==> src/rtl/demux_pkg.sv <==
// -----------------------------------------------------------------------------
// demux_pkg
// Shared constants and helpers for the registered 1-to-4 demultiplexer.
//   N_LANES  : number of output lanes
//   ADDR_W   : width of the lane address
//   onehot4(): 2-bit address -> 4-bit one-hot lane decode
// -----------------------------------------------------------------------------
package demux_pkg;

    localparam int N_LANES = 4;
    localparam int ADDR_W  = 2;

    // Used both for the exported lane_sel and for the lane write enables, so
    // the two decodes can never disagree.
    function automatic logic [N_LANES-1:0] onehot4(input logic [ADDR_W-1:0] addr);
        return 4'b0001 << addr;
    endfunction

endpackage

==> src/rtl/demux_lane.sv <==
// -----------------------------------------------------------------------------
// demux_lane
// One output lane: a single-entry holding register with valid/ready flow
// control plus a saturating count of words drained from it.
// Ports:
//   clk, rst_n : clock, asynchronous active-low reset
//   wr_en      : load wr_data this cycle (caller guarantees there is room)
//   wr_data    : word to load
//   rd_ready   : downstream consumer ready
//   cnt_clr    : synchronous counter clear, wins over an increment
//   valid      : lane holds a word
//   data       : held word (kept after drain, cleared only by reset)
//   count      : saturating drain count
// -----------------------------------------------------------------------------
module demux_lane #(
    parameter int WIDTH = 8,
    parameter int CNT_W = 8
) (
    input  logic             clk,
    input  logic             rst_n,
    input  logic             wr_en,
    input  logic [WIDTH-1:0] wr_data,
    input  logic             rd_ready,
    input  logic             cnt_clr,
    output logic             valid,
    output logic [WIDTH-1:0] data,
    output logic [CNT_W-1:0] count
);

    localparam logic [CNT_W-1:0] CNT_MAX = '1;

    logic drain;
    assign drain = valid & rd_ready;

    always_ff @(posedge clk or negedge rst_n) begin
        if (!rst_n) begin
            valid <= 1'b0;
            data  <= '0;
        end else if (wr_en) begin
            // A fill overrides a same-cycle drain: the lane stays full with
            // the new word, giving one word per cycle with no bubble.
            valid <= 1'b1;
            data  <= wr_data;
        end else if (drain) begin
            valid <= 1'b0;
        end
    end

    always_ff @(posedge clk or negedge rst_n) begin
        if (!rst_n) begin
            count <= '0;
        end else if (cnt_clr) begin
            count <= '0;
        end else if (drain && count != CNT_MAX) begin
            count <= count + 1'b1;
        end
    end

endmodule

==> src/rtl/demux1_4_reg.sv <==
// -----------------------------------------------------------------------------
// demux1_4_reg
// Registered 1-to-4 demultiplexer. One word per input handshake is steered
// by in_addr into one of four single-entry output lanes.
// Ports:
//   clk, rst_n           : clock, asynchronous active-low reset
//   in_valid/in_ready    : input handshake
//   in_addr, in_data     : destination lane and word
//   out_valid/out_ready  : per-lane output handshake (bit i = lane i)
//   out_data             : lane i at [i*WIDTH +: WIDTH]
//   lane_sel             : combinational one-hot decode of in_addr, gated by in_valid
//   cnt_clr              : synchronous clear of all lane counters
//   cnt_flat             : lane i drain count at [i*CNT_W +: CNT_W]
// -----------------------------------------------------------------------------
module demux1_4_reg
    import demux_pkg::*;
#(
    parameter int WIDTH = 8,
    parameter int CNT_W = 8
) (
    input  logic                     clk,
    input  logic                     rst_n,
    input  logic                     in_valid,
    output logic                     in_ready,
    input  logic [ADDR_W-1:0]        in_addr,
    input  logic [WIDTH-1:0]         in_data,
    output logic [N_LANES-1:0]       out_valid,
    input  logic [N_LANES-1:0]       out_ready,
    output logic [N_LANES*WIDTH-1:0] out_data,
    output logic [N_LANES-1:0]       lane_sel,
    input  logic                     cnt_clr,
    output logic [N_LANES*CNT_W-1:0] cnt_flat
);

    logic [N_LANES-1:0]            wr_en;
    logic [N_LANES-1:0][WIDTH-1:0] lane_data;
    logic [N_LANES-1:0][CNT_W-1:0] lane_cnt;

    assign lane_sel = in_valid ? onehot4(in_addr) : '0;

    // Readiness looks only at the addressed lane, so a stalled lane never
    // blocks traffic for the others. Deliberately independent of in_valid.
    assign in_ready = !out_valid[in_addr] | out_ready[in_addr];

    assign wr_en = lane_sel & {N_LANES{in_ready}};

    generate
        for (genvar i = 0; i < N_LANES; i++) begin : g_lane
            demux_lane #(
                .WIDTH (WIDTH),
                .CNT_W (CNT_W)
            ) u_lane (
                .clk      (clk),
                .rst_n    (rst_n),
                .wr_en    (wr_en[i]),
                .wr_data  (in_data),
                .rd_ready (out_ready[i]),
                .cnt_clr  (cnt_clr),
                .valid    (out_valid[i]),
                .data     (lane_data[i]),
                .count    (lane_cnt[i])
            );
        end
    endgenerate

    assign out_data = lane_data;
    assign cnt_flat = lane_cnt;

endmodule
==> config.mk <==
export PLATFORM = sky130hd
export DESIGN_NAME = demux1_4_reg
export DESIGN_NICKNAME = d
export VERILOG_FILES = /design/src/rtl/demux_pkg.sv /design/src/rtl/demux_lane.sv /design/src/rtl/demux1_4_reg.sv
export SDC_FILE = /design/constraint.sdc
export NUM_CORES = 1
export LEC_CHECK = 0
export CAP_MARGIN = 0
export CORE_MARGIN = 2
export CORE_UTILIZATION = 60
export CTS_CLUSTER_DIAMETER = 80
export DETAILED_ROUTE_END_ITERATION = 8
export DONT_BUFFER_PORTS = 1
export PLACE_DENSITY_LB_ADDON = 0.08
export SYNTH_ARGS = -nofsm -noshare
export SYNTH_HDL_FRONTEND = slang
export SYNTH_SLANG_ARGS = --single-unit
==> constraint.sdc <==
create_clock -name clk -period 2.3 [get_ports clk]
set_input_delay 0.345 -clock clk [delete_from_list [all_inputs] [get_ports clk]]
set_output_delay 0.345 -clock clk [all_outputs]
set_load 0.01 [all_outputs]
# After elaboration in Yosys (flattened, before gate mapping)
# Cells that the tools add are included.
[totals]
register_bits = 68
in_bits = 18
out_inout_bits = 73
[classes]
addsub = 4
order_cmp = 1
eq_ne = 4
n_shift = 1
muxes = 21
bitwise_logic = 6
reduce_logical = 13
[op_table]
columns = ["cell", "n"]
rows = [
  ["two-way mux 8 bit", 8],
  ["adder 8 x 1 -> 8 bit (second input constant)", 4],
  ["inequality test 8 bit (second input constant)", 4],
  ["nonzero test 2 bit", 8],
  ["two-way mux 1 bit", 10],
  ["AND 1 bit", 4],
  ["AND 4 bit", 1],
  ["binary-select mux 1 bit (select 2 bit)", 2],
  ["logical AND 1 bit", 4],
  ["two-way mux 4 bit", 1],
  ["<< shifter 1 x 2 -> 4 bit (first input constant)", 1],
  ["less-than comparator 2 x 3 -> 1 bit (second input constant)", 1],
  ["logical NOT 1 bit", 1],
  ["OR 1 bit", 1],
]

# Logic depth before layout (Yosys ltp)
# Gate-level depths: netlist (run 1).
[logic_depth]
word_depth = 6
mapped_depth = 5
depth_no_buf = 4

# By module
# Synthesis (run 1) repeated with hierarchy kept, for this count alone.
[hier_totals]
hier_cells = 266
area_unflattened_um2 = 3095.5
[modules_own_cells]
columns = ["mod", "instances", "cells_per_inst", "area_per_inst_um2", "seq_area_each_um2"]
rows = [
  ["demux_lane", 4, 63, 744.5, 425.4],
  ["demux1_4_reg", 1, 14, 117.6, 0.0],
]

# Worst setup path after synthesis (run 1)
# No wires, ideal clock.
[synth_timing]
kind = "register to register"
start = "register g_lane[1].u_lane.count[0]"
end = "register g_lane[1].u_lane.count[0]"
t_arrival_ns = 1.547
t_required_ns = 2.175
setup_slack_ns = 0.629
stages_incl_launch_ff = 5
n_path_buf = 0
synth_period_minus_slack_ns = 1.671
path_cell_list = "dfrtp_1 ha_1 and3_1 a31oi_1 mux2_2"
[synth_via]
elab_chain_len = 3
elab_cells_between_ends = 6
[synth_lines]
columns = ["element", "line", "rtl"]
rows = [
  ["start, declared", "demux_lane.sv:27", "output logic [CNT_W-1:0] count"],
  ["start signal, assigned", "demux_lane.sv:55", "count <= count + 1'b1;"],
  ["adder 8 x 1 -> 8 bit / inequality test 8 bit (equally long branches)", "demux_lane.sv:55, demux_lane.sv:54", ""],
  ["two-way mux 8 bit / logical AND 1 bit (equally long branches)", "demux_lane.sv:54", "end else if (drain && count != CNT_MAX) begin"],
  ["two-way mux 8 bit / nonzero test 2 bit (equally long branches)", "n/a", ""],
]
# Parallel ways exist; a longest one is shown, timed or not. The select of a mux whose other input is x is not followed.
# A chain may end at the register's enable or synchronous reset.

# Worst setup path in the final report (run 1)
[layout_timing]
start = "register g_lane[1].u_lane.valid"
end = "output in_ready"
[layout_via]
elab_chain_len = 4
[layout_lines]
columns = ["element", "line", "rtl"]
rows = [
  ["start, declared", "demux_lane.sv:25", "output logic valid,"],
  ["start signal, assigned", "demux_lane.sv:37", "valid <= 1'b0;"],
  ["start signal, assigned", "demux_lane.sv:42", "valid <= 1'b1;"],
  ["start signal, assigned", "demux_lane.sv:45", "valid <= 1'b0;"],
  ["binary-select mux 1 bit (select 2 bit)", "demux1_4_reg.sv:43", "assign in_ready = !out_valid[in_addr] | out_ready[in_addr];"],
  ["two-way mux 1 bit (not written as such)", "demux1_4_reg.sv:43", ""],
  ["logical NOT 1 bit", "demux1_4_reg.sv:43", ""],
  ["OR 1 bit", "demux1_4_reg.sv:43", ""],
  ["end, declared", "demux1_4_reg.sv:24", "output logic in_ready,"],
]
# Every way passes these cells. The select of a mux whose other input is x is not followed.

==> metrics.md, run 1 <==
| Metric | Value |
|---|---|
| Mapped Nets | 303 |
| Slew @ Worst Pin | 0.561 ns |
| Reg2reg end | g_lane[1].u_lane.count[0] |
| Initial core utilization | 63.1% |
| Die ar. | 6050 um^2 |
| Warnings, synthesis | 0 |
| Hold endpoint | g_lane[2].u_lane.count[6] |
| Pin count of the biggest net entering global routing | 69 |
| DR iter-0 viols | 120 |
| Hold Vio Cnt, Final | 0 |
| Number of global-route vias before repair | 2339 |
| Worst rel slew slack | 62.6% |
| Row cnt | 26 |
| Clock Root Buffer | clkbuf_8 |
| Setup_tns | 0 ns |
| Antenna Cells | 0 |
| GRT Residual Overflow | 0 |
| Final WL | 6870 um |
| Most frequent cells in the layout | 68 x dfrtp_1, 36 x mux2_2, 20 x nand2_1 |
| Clock share of power | 36.5% |
| Setup slack, reg-to-reg | 0.48 ns |
| CP Launch Type | flop |
| CTS tree | yes |
| Worst EP arrival | 1.53 ns |
| Post-Route Skew | 0.00954 ns |
| Most common cell after layout, fill and taps aside | dfrtp_1 |
| Final worst slack | 0.423 ns |
| Critical path data required time | 1.96 ns |
| Post-route minimum period | 1.88 ns |
| R2R depth | 4 |
| Drt wl/cell | 19.2 um |
| Int Pwr | 1.95 mW |
| Hold depth | 1 |
| First-pass GRT wire length | 11200 um |
| Layout area overhead | 8.12% |
| Endpoint type of the worst setup path | output port |
| Die height | 77.8 um |
| R2r startpoint | g_lane[1].u_lane.count[0] |
| Post-place setup slack | 0.498 ns |
| Final Cycle Share | 81.6% |
| Pre-antenna DRT Iters | 4 |
| Initial antenna violation count | 0 |
| Worst Setup Path Type | flop to output port |
| CTS Buffer Depth | 2 |
| Vias per cell | 6.34 |
| WHS | 0.0742 ns |
| Final #Nets | 305 |
| Clock Latency Late Sink | 0.34 ns |
| Clock-pin slew on the worst setup and hold paths | 0.07 ns |
| Hold WC Path Type | primary input to flop |
| Detail Route Antenna Nets | 0 |
| Port bufs | 0 |
| Total GRT Usage | 24.0% |
| Vias post-DR | 2270 |
| Total CTS buffers | 9 |
| PostCTS Resize Cnt | 0 |
| Htree depth | 3 |
| Combinational power share | 7.8% |
| Clk sink count | 68 |
| Max_cap viols | 0 |
| Post-synthesis sequential area ratio | 52.1% |
| Highest Clock Rate | 0.533 GHz |
| RSZ-0062 raised after global routing | no |
| Post-route DRC | 0 |
| Pins Over Slew Limit | 0 |
| Layout cell share with drive strength beyond 1 | 22.6% |
| Maximum VDD drop | 578 uV |
| Syn Inst Count | 281 |
| Synth cell types | 50 |
| Core box area | 5170 um^2 |
| Cell area after synthesis | 3270 um^2 |
| Status | finished clean |
| Crit path max fanout | 7 |
| P_sw | 0.727 mW |
| Die W | 77.8 um |
| Hold_sp | cnt_clr |
| Final setup viols | 0 |
| HPWL Detailed | 4570 um |
| I/O pins | 91 |
| Power per Cell Area | 759 nW/um^2 |
| Hold Buf Count CTS | 2 |
| #FFs+latches synth | 68 |
| Post-CTS setup repair buffer count | 0 |
| Reg power frac | 55.7% |
| P_leak | 1.55 nW |
| Syn avg cell area | 11.6 um^2 |
| RePlAce Congestion | 0.821 |
| Sw frac | 27.1% |
==> worst max-delay path, stage by stage (launching register included) <==
cell and delay, ns:
dfrtp_1 0.51, nand2b_1 0.16, mux4_2 0.52
==> synthesized netlist by cell type (all sizes together) <==
library cell  instances  share of area, %
nor3b                 3              0.84
inv                   9               1.0
a21oi                 7               1.3
a311oi                6               1.6
nor2b                11               2.1
a31o                  1              0.27
nor2                 12               1.4
a21boi                1              0.23
nand4                 7               1.5
nand3b                2              0.46
nor4                  5               1.1
nand3                 8               1.2
nand2                21               2.5
clkbuf                3              0.34
a31oi                 6               1.1
ha                    4               1.5
a41oi                 3              0.80
a2111oi               1              0.27
nand2b                4              0.77
a21o                  1              0.23
o211a                 2              0.61
o21ai                 1              0.15
mux4                  1              0.69
or4b                  1              0.31
a41o                  1              0.31
dfrtp                68                52
and4                  6               1.6
and2                  1              0.19
o41ai                 1              0.27
and4b                 1              0.31
or3                   1              0.19
or2b                  1              0.27
mux2                 39                13
mux2i                 4               1.2
or4                   1              0.23
o21bai                4              0.92
a211oi                5               1.1
nor3                  7               1.1
o311ai                1              0.27
and3                  9               1.8
nor4b                 1              0.27
buf                  10               1.9
==> power groups by stage <==
stage	Combinational, mW	Clock [mW]	Sequential, mW
after floorplan	0.177	0	1.48
after detailed placement	0.183	0	1.52
final	0.208	0.978	1.49
after CTS	0.213	1.01	1.50
after global routing	0.233	1.06	1.51
after global placement	0.174	0	1.52
==> cell families after synthesis <==
kind of cell	share of synthesized area (%)
adder cells (fa/ha/maj)	1.53
buffers and inverters	3.29
multiplexers	15.4
AND/OR/NAND/NOR	18.2
AO/OA/AOI/OAI	9.54
flip-flops	52.1
==> layer usage <==
layer,up-vias,wire (um),track usage [%]
met2,80,3290,37.8
met4,0,93,10.5
met5,-,0,0
met1,1131,2930,30.0
li1,1050,-,-
met3,9,560,8.37
==> worst max path at each step <==
stage | cells after the start | endpoint | from | slack, ns
2_1_floorplan | 4 | g_lane[1].u_lane.count[0] | g_lane[1].u_lane.count[0] | 0.63
3_3_place_gp | 4 | g_lane[1].u_lane.count[0] | g_lane[1].u_lane.count[0] | 0.56
3_5_place_dp | 4 | g_lane[1].u_lane.count[0] | g_lane[1].u_lane.count[0] | 0.50
4_1_cts | 2 | in_ready | g_lane[1].u_lane.valid | 0.39
5_1_grt | 2 | in_ready | g_lane[1].u_lane.valid | 0.35
6_report | 2 | in_ready | g_lane[1].u_lane.valid | 0.42
==> state kept, by name, summed over array words and instances (netlist names) <==
| signal | flops |
|---|---|
| g_lane.u_lane.count | 32 |
| g_lane.u_lane.valid | 4 |
| g_lane.u_lane.data | 32 |
==> final cells by class <==
class | instances | area (um^2)
Fill cell | 388 | 1640
Timing Repair Buffer | 4 | 52.6
Clock inverter | 7 | 75.1
Clock buffer | 9 | 124
Multi-Input combinational cell | 191 | 1460
Sequential cell | 68 | 1700
Inverter | 9 | 33.8
Tap cell | 70 | 87.6
==> metrics by stage <==
stage          power (mW)  area, um^2  utilization (%)  std cells
3_5_place_dp         1.70        3290             63.7        340
4_1_cts              2.71        3530             68.3        358
5_1_grt              2.80        3530             68.3        358
6_report             2.68        3530             68.3        358
2_1_floorplan        1.65        3270                -        281
3_3_place_gp         1.69        3290             63.7        340
(Power assumes the default switching activity.)
==> run 2: changes to the inputs <==
CORE_UTILIZATION = 57   (was 60)
clock period = 1.58 ns   (was 2.3 ns; I/O delays follow)
==> run 2 against run 1 <==
The flow now finishes with violations (negative hold slack, negative setup slack). Routed wire length grew 7.0%. Die area grew 5.0%. Worst hold slack worse by 0.49 ns. Largest power group unchanged. Utilization grew 2.0 points. Highest routed layer unchanged. Via count grew 5.0%. Clock-buffer cell count rose by 1. Sequential cell count unchanged. Worst setup slack worse by 0.49 ns. Sequential power increased by 44%.
==> metrics.md, run 2 (synthesis gave the netlist of run 1 again) <==
| Metric | Value |
|---|---|
| Clock Latency Late Sink | 0.34 ns (about the same) |
| CP Launch Type | flop |
| Die W | 79.7 um (+2.5%) |
| Port bufs | 0 (unchanged) |
| Most common cell after layout, fill and taps aside | dfrtp_1 |
| Number of global-route vias before repair | 2479 (+6.0%) |
| Highest Clock Rate | 0.608 GHz |
| Worst Setup Path Type | flop to output port |
| Post-route DRC | 0 (unchanged) |
| Max_cap viols | 0 (unchanged) |
| Post-route minimum period | 1.65 ns |
| Maximum VDD drop | 794 uV (+37%) |
| Die ar. | 6350 um^2 (+5.0%) |
| I/O pins | 91 (unchanged) |
| Total GRT Usage | 24.7% (+0.72 points) |
| Hold Vio Cnt, Final | 68 (+68) |
| Power per Cell Area | 1020 nW/um^2 (+35%) |
| Layout cell share with drive strength beyond 1 | 35.3% (+13 points) |
| Clock Root Buffer | clkbuf_8 |
| Final #Nets | 343 (+12%) |
| Slew @ Worst Pin | 0.583 ns (+0.0222 ns) |
| Initial antenna violation count | 0 (unchanged) |
| Drt wl/cell | 18.5 um (-3.8%) |
| Pin count of the biggest net entering global routing | 69 (unchanged) |
| Endpoint type of the worst setup path | output port |
| Hold WC Path Type | primary input to async pin |
| Final setup viols | 1 (+1) |
| Vias per cell | 5.99 (-5.6%) |
| WHS | -0.412 ns (-0.486 ns) |
| Row cnt | 27 (+3.8%) |
| Detail Route Antenna Nets | 0 (unchanged) |
| Final WL | 7350 um (+7.0%) |
| Pre-antenna DRT Iters | 4 (unchanged) |
| Antenna Cells | 0 (unchanged) |
| RePlAce Congestion | 0.857 (+4.4%) |
| Htree depth | 3 (unchanged) |
| Final Cycle Share | 104% |
| Clock-pin slew on the worst setup and hold paths | 0.08 ns (about the same) |
| Most frequent cells in the layout | 65 x dfrtp_1, 40 x buf_4, 36 x mux2_2 |
| Total CTS buffers | 9 (unchanged) |
| First-pass GRT wire length | 12000 um (+6.7%) |
| Crit path max fanout | 7 (unchanged) |
| Post-Route Skew | 0.00824 ns (-0.00130 ns) |
| GRT Residual Overflow | 0 (unchanged) |
| R2R depth | 4 (unchanged) |
| Clk sink count | 68 (unchanged) |
| Violated checks | negative hold slack, negative setup slack |
| Core box area | 5510 um^2 (+6.5%) |
| HPWL Detailed | 5070 um (+11%) |
| Worst rel slew slack | 61.0% (-1.6 points) |
| R2r startpoint | g_lane[1].u_lane.count[0] |
| Worst EP arrival | 1.41 ns (-0.12 ns) |
| Pins Over Slew Limit | 0 (unchanged) |
| Largest registers | g_lane.u_lane.count x32, g_lane.u_lane.data x32, g_lane.u_lane.valid x4 |
| Post-DP Area | 3610 um^2 (+9.6%) |
| RSZ-0062 raised after global routing | yes |
| CTS tree | yes |
| Die height | 79.7 um (+2.5%) |
| Layout area overhead | 18.5% |
| Fill cells | 412 (+6.2%) |
| P_leak | 1.73 nW (+12%) |
| Vias post-DR | 2383 (+5.0%) |
| Critical path data required time | 1.34 ns (-0.62 ns) |
| DR iter-0 viols | 98 (-18%) |
| Hold Buf Count CTS | 1 (-1) |
| Initial core utilization | 59.3% (-3.8 points) |
| Setup_tns | -0.0659 ns (-0.0659 ns) |
| Final worst slack | -0.0659 ns (-0.489 ns) |
| Reg2reg end | g_lane[1].u_lane.count[3] |
| Setup slack, reg-to-reg | 0.04 ns (-0.44 ns) |
| CTS Buffer Depth | 2 (unchanged) |
| Status | complete, but fails checks |
| Finished Cell Area | 3870 um^2 (+9.6%) |
run 2: cell count changes in the layout (fill, tap and decap cells not counted), moves of 3 or more:
| cell | delta |
|---|---|
| dfrtp_2 | +3 |
| ha_1 | -3 |
| buf_4 | +38 |
| dfrtp_1 | -3 |
| ha_2 | +3 |
run 2: repair_timing:
item / CTS / global route
setup buffers: 2 / 1
setup endpoints to repair: 1 / 4
gates resized for setup: 1 / 5
endpoints found under the hold margin: 81 / 68
pin swaps: 0 / 2
run 2: final cells by class:
type	count	area [um^2]	share of cell area, %
well taps	72	90.1	2.33
repair buffers	42	330	8.54
clock buffers	10	138	3.56
multi-input cells	191	1500	38.8
clock inverters	6	71.3	1.84
inverters	9	33.8	0.873
flip-flops and latches	68	1710	44.1
run 2: worst max path at each step:
stage	slack, ns	end	depth (start not counted)	start
2_1_floorplan	0.009	g_lane[1].u_lane.count[3]	4	g_lane[1].u_lane.count[0]
3_3_place_gp	0.09	g_lane[2].u_lane.count[7]	4	g_lane[2].u_lane.count[0]
3_5_place_dp	0.06	g_lane[3].u_lane.count[0]	4	g_lane[3].u_lane.count[0]
4_1_cts	-0.07	in_ready	2	g_lane[0].u_lane.valid
5_1_grt	-0.12	in_ready	2	g_lane[0].u_lane.valid
6_report	-0.07	in_ready	2	g_lane[0].u_lane.valid
run 2: metrics by stage:
stage | cells | power, mW | setup WS [ns] | utilization (%)
2_1_floorplan | 281 | 2.41 | 0.00854 | -
3_3_place_gp | 378 | 2.49 | 0.0947 | 65.6
3_5_place_dp | 378 | 2.51 | 0.0565 | 65.6
4_1_cts | 397 | 4.01 | -0.0661 | 69.8
5_1_grt | 398 | 4.13 | -0.123 | 70.3
6_report | 398 | 3.96 | -0.0659 | 70.3
run 2: routing by layer:
layer	up-vias	track usage, %	routed length (um)
met1	1173	31.5	3090
met4	0	10.0	102
met2	76	38.7	3550
met5	-	0	0
met3	9	8.60	604
li1	1125	-	-
run 2: report_power, final:
part | internal (mW) | total, mW | switching [mW] | leakage [nW]
combinational | 0.204 | 0.337 | 0.133 | 0.757
sequential | 1.93 | 2.15 | 0.223 | 0.872
clock | 0.782 | 1.47 | 0.691 | 0.0991
run 2: worst max-delay path, stage by stage, from the launching register on:
cell      delay (ns)
dfrtp_2         0.46
nand2b_1        0.10
mux4_2          0.52
